<file path="src/rtl/serial_add_sub_if.sv">
`default_nettype none
// ============================================================================
// Module   : serial_add_sub_if
// Brief    : Operation request/result bundle for serial_add_sub; ovf exists only
//            when SERIAL_ADD_SUB_OVERFLOW_EN is defined.
// Revision : 1.0
// ============================================================================
interface serial_add_sub_if #(
    parameter int WIDTH = 8
);
    logic             start;
    logic             op;
    logic [WIDTH-1:0] a;
    logic [WIDTH-1:0] b;
    logic             busy;
    logic             done;
    logic [WIDTH-1:0] result;
    logic             cout;
`ifdef SERIAL_ADD_SUB_OVERFLOW_EN
    logic             ovf;

    modport master (output start, op, a, b, input busy, done, result, cout, ovf);
    modport slave  (input start, op, a, b, output busy, done, result, cout, ovf);
`else
    modport master (output start, op, a, b, input busy, done, result, cout);
    modport slave  (input start, op, a, b, output busy, done, result, cout);
`endif
endinterface
`default_nettype wire

</file>
<file path="src/rtl/serial_add_sub.sv">
`default_nettype none
// ============================================================================
// Module   : serial_add_sub
// Brief    : Bit-serial adder/subtractor, LSB first, one bit per clock.
//            Optional signed-overflow flag via SERIAL_ADD_SUB_OVERFLOW_EN.
// Revision : 1.0
// ============================================================================
module serial_add_sub #(
    parameter int WIDTH = 8
) (
    input  wire logic        clk,
    input  wire logic        rst,
    serial_add_sub_if.slave  bus
);
    localparam int CW = (WIDTH > 2) ? $clog2(WIDTH) : 1;
    localparam logic [CW-1:0] LAST_BIT = CW'(WIDTH - 1);

    typedef enum logic [1:0] {
        IDLE = 2'd0,
        RUN  = 2'd1,
        DONE = 2'd2
    } state_t;

    state_t           state;
    logic [CW-1:0]    cnt;
    logic [WIDTH-1:0] opa;
    logic [WIDTH-1:0] opb;
    logic             op_sub;
    logic             carry;
    logic [WIDTH-1:0] result_q;
    logic             busy_q;
    logic             done_q;
    logic             ovf_q;
    logic             bit_val;
    logic             carry_next;
    logic             accept;

    // Start is honoured only outside RUN; a new start in DONE chains straight back.
    assign accept = bus.start && ((state == IDLE) || (state == DONE));

    always_comb begin
        bit_val    = opa[0] ^ opb[0] ^ carry;
        carry_next = 1'b0;
        if (!op_sub)
            carry_next = (opa[0] & opb[0]) | (carry & (opa[0] ^ opb[0]));
        else
            carry_next = (~opa[0] & opb[0]) | (~(opa[0] ^ opb[0]) & carry);
    end

    always_ff @(posedge clk or posedge rst) begin
        if (rst) begin
            state    <= IDLE;
            cnt      <= '0;
            opa      <= '0;
            opb      <= '0;
            op_sub   <= 1'b0;
            carry    <= 1'b0;
            result_q <= '0;
            busy_q   <= 1'b0;
            done_q   <= 1'b0;
            ovf_q    <= 1'b0;
        end else begin
            done_q <= 1'b0;
            if (accept) begin
                state  <= RUN;
                busy_q <= 1'b1;
                opa    <= bus.a;
                opb    <= bus.b;
                op_sub <= bus.op;
                carry  <= 1'b0;
                cnt    <= '0;
            end else begin
                case (state)
                    RUN: begin
                        opa      <= opa >> 1;
                        opb      <= opb >> 1;
                        result_q <= {bit_val, result_q[WIDTH-1:1]};
                        carry    <= carry_next;
                        cnt      <= cnt + 1'b1;
                        if (cnt == LAST_BIT) begin
                            state  <= DONE;
                            busy_q <= 1'b0;
                            done_q <= 1'b1;
                            // Signed overflow: carry into MSB differs from carry out of it.
                            ovf_q  <= carry ^ carry_next;
                        end
                    end
                    DONE:    state <= IDLE;
                    default: state <= IDLE;
                endcase
            end
        end
    end

    assign bus.busy   = busy_q;
    assign bus.done   = done_q;
    assign bus.result = result_q;
    assign bus.cout   = carry;
`ifdef SERIAL_ADD_SUB_OVERFLOW_EN
    assign bus.ovf    = ovf_q;
`else
    logic unused_ovf;
    assign unused_ovf = ovf_q;
`endif
endmodule
`default_nettype wire

</file>
<file path="src/flat_wrapper.sv">
// flat-port wrapper written by rule: the top's interface ports become plain ports
module serial_add_sub_flat 
#(
    parameter int WIDTH = 8
)
  (clk, rst, bus_start, bus_op, bus_a, bus_b, bus_busy, bus_done, bus_result, bus_cout);
  serial_add_sub_if #(.WIDTH(WIDTH)) bus_i ();
  input  wire logic clk;
  input  wire logic rst;
  input wire logic [$bits(bus_i.start)-1:0] bus_start;
  input wire logic [$bits(bus_i.op)-1:0] bus_op;
  input wire logic [$bits(bus_i.a)-1:0] bus_a;
  input wire logic [$bits(bus_i.b)-1:0] bus_b;
  output wire logic [$bits(bus_i.busy)-1:0] bus_busy;
  output wire logic [$bits(bus_i.done)-1:0] bus_done;
  output wire logic [$bits(bus_i.result)-1:0] bus_result;
  output wire logic [$bits(bus_i.cout)-1:0] bus_cout;
  assign bus_i.start = bus_start;
  assign bus_i.op = bus_op;
  assign bus_i.a = bus_a;
  assign bus_i.b = bus_b;
  assign bus_busy = bus_i.busy;
  assign bus_done = bus_i.done;
  assign bus_result = bus_i.result;
  assign bus_cout = bus_i.cout;
  serial_add_sub #(.WIDTH(WIDTH)) u_core (.clk(clk), .rst(rst), .bus(bus_i));
endmodule
</file>
<file path="config.mk">
export PLATFORM = sky130hd
export DESIGN_NAME = serial_add_sub_flat
export DESIGN_NICKNAME = d
export VERILOG_FILES = /design/src/rtl/serial_add_sub_if.sv /design/src/rtl/serial_add_sub.sv /design/src/flat_wrapper.sv
export SDC_FILE = /design/constraint.sdc
export NUM_CORES = 1
export LEC_CHECK = 0
export BUFFER_PORTS_ARGS = -buffer_cell sky130_fd_sc_hd__buf_2
export CAP_MARGIN = 20
export CORE_MARGIN = 1.5
export CORE_UTILIZATION = 56
export DETAILED_ROUTE_END_ITERATION = 6
export PLACE_DENSITY_LB_ADDON = 0.15
export SYNTH_ARGS = -nofsm -noshare
export SYNTH_HDL_FRONTEND = slang
export SYNTH_SLANG_ARGS = --single-unit
</file>
<file path="constraint.sdc">
create_clock -name clk -period 2.6 [get_ports clk]
set_input_delay 0.13 -clock clk [delete_from_list [all_inputs] [get_ports clk]]
set_output_delay 0.13 -clock clk [all_outputs]
set_load 0.01 [all_outputs]
</file>
==> flow_summary.toml <==
[timing]
tns_ns = 0
finalCriticalPeriod_ns = 1.48
clock.fmax_mhz = 677
rsz0062_at_grt = "false"
worst_pin_slew_ns = 0.836
whs_ns = 0.0108
setup_viol = 0
final_hold_viol_count = 0
clock_skew_ns = 0.0133
slew_headroom_pct = 44.3
finalCritPeriodShare_pct = 56.8
drv_slew = 0

[synth]
synthAdderAreaFrac_pct = 4.55
synth_top_family_by_area = "simple AND/OR/NAND/NOR gates"
seq_area_frac_synth_pct = 57.8
synth_compound_area_share_pct = 11.4
synth-simple-area-share_pct = 20.9
synth.avg_cell_area_um2 = 9.72
synth_mux_area_share_pct = 0
synth_cell_types = 20
synth_area_um2 = 1430
synth_seq_cells = 33
ys.warnings.count = 0
synth.net_count = 171
synth_xor_area_share_pct = 0
synthCells = 147

[floorplan]
fp.coreArea_um2 = 2450
die_h_um = 53.5
start_util_pct = 58.2
die_x_um = 53.5
io_pins = 31
num_rows = 18
die_area_um2 = 2860

[global_route]
grt_pass1_wl_mm = 3.98
antenna_found_initial = 0
grt_max_degree = 34
globalRouteOverflowTotal = 0
grt_pass1_vias = 958
grt_use_total_pct = 20.3

[drt]
drt_first_pass_iters = 4
dr.first_iter.drc_count = 22
routed_via_density = 5.22
drc = 0
via_count = 1080
routedWlPerCell_um = 12.7
routed_wl_mm = 2.63
drtAntennaViolNets = 0

[worst_setup_path]
cp-start-kind = "flip-flop"
path_max_fanout = 25
crit_chain = "nand2b_1 > nor2_1 > a31oi_1"
required_ns = 2.76
critPathArrivalTime_ns = 1.64
end_kind = "flip-flop"
r2r_cells = 3
path_class = "reg -> reg"
slowest_stage = "nand2b_1"
slowest_delay_ns = 0.54

[placement]
io_buffers = 30
dpl.hpwl_mm = 1.77
gp_congestion = 0.730

[hold_path]
hold_depth = 3
hp-class = "in -> reg"

[clock_network]
clk_latency_ns = 0.33
clockBufferDepth = 2
cts.sinks = 33
post_cts_buffers = 0
cts_tree = "built"
cts_root_buf = "clkbuf_4"
cts_made_buffers = 5
cts_max_level = 2
path_clk_slew_ns = 0.10

[final_layout]
final_cell_mix = "nand2_1, dfrtp_1, buf_2"
final_common_cell = "nand2_1"
diodes = 0
nets = 201
syn2layout_area_growth_pct = 14.9
drive_above_1_share_pct = 22.0

[outcome]
status = "complete, no violations"

[power]
powerDensity_nw_per_um2 = 1180
ir_worst_vdd_uv = 739
p_leak_nw = 0.847

[run]
cap_violations = 0
final timing paths:
kind	start	to	slack [ns]
worst min-delay path	bus_b[2]	u_core.opb[2]	0.01
worst min register to register	u_core.cnt[0]	u_core.cnt[0]	0.49
max in group asynchronous	rst	u_core.state[1]	1.88
min in group asynchronous	rst	u_core.bus.result[3]	0.42
worst max-delay path	u_core.state[0]	u_core.opb[6]	1.12
worst max register to register	u_core.state[0]	u_core.opb[6]	1.12
layout make-up:
class                      instances  area (um^2)
clock buffer                       7         55.1
fill                             200          813
inverter                           5         18.8
multi-input combinational         99          527
sequential                        33          826
tap                               30         37.5
timing repair buffer              33          178
routing by layer:
layer | GRT usage [%] | part of all wire [%] | vias to the layer above
li1 | - | - | 542
met1 | 24.2 | 46 | 502
met2 | 32.5 | 48 | 31
met3 | 5.93 | 4.3 | 5
met4 | 11.5 | 1.3 | 0
met5 | 0 | 0 | -
state kept, by name, summed over array words and instances (netlist names):
register           cells
u_core.bus.busy        1
u_core.bus.cout        1
u_core.bus.done        1
u_core.bus.result      8
u_core.cnt             3
u_core.op_sub          1
u_core.opa             8
u_core.opb             8
u_core.state           2
through the flow:
step | utilization (%) | cells | area (um^2) | total power [mW] | setup WS [ns]
4_1_cts | 66.9 | 207 | 1640 | 1.95 | 1.12
3_5_place_dp | 63.8 | 198 | 1570 | 1.67 | 1.13
2_1_floorplan | - | 147 | 1430 | 1.48 | 1.36
3_3_place_gp | 63.8 | 198 | 1570 | 1.61 | 1.23
6_report | 66.9 | 207 | 1640 | 1.94 | 1.12
5_1_grt | 66.9 | 207 | 1640 | 2.09 | 0.938
Yosys cell counts (all sizes together):
cell    count  share of area (%)
fa          2                2.8
o21ai       5                1.8
nand2      49                 13
a21oi       2               0.70
nand3       6                2.1
buf        10                4.0
a31oi       7                3.1
nor2        8                2.1
a22o        3                1.8
a221o       2                1.4
a22oi       5                2.6
nor3        2               0.70
inv         5                1.3
and2b       2                1.4
and2        2               0.88
ha          2                1.8
dfrtp      33                 58
nand2b      2               0.88
critical path: cells and delay by family, from the launching register on:
family	cells	cell delay (ns)
and+or+nand+nor	2	0.82
AOI/OAI and AO/OA	1	0.08
DFF	1	0.42
what timing repair did:
action                                  4_1_cts  5_1_grt
endpoints found under the setup margin        0        0
hold buffers                                  2        0
endpoints found under the hold margin        34        0
gates resized for setup                       0        0
kinds of logic (layout without fill, tap and decap cells):
family                     Yosys count  after routing
adders and majority gates            4              4
AOI/OAI and AO/OA                   24             24
and+or+nand+nor                     71             71
DFF                                 33             33
buffers and inverters               15             45
power breakdown:
group | internal [mW] | switching (mW) | leakage [nW]
Sequential | 0.744 | 0.137 | 0.411
Combinational | 0.316 | 0.452 | 0.405
Clock | 0.128 | 0.159 | 0.0314
(Power assumes the default switching activity.)
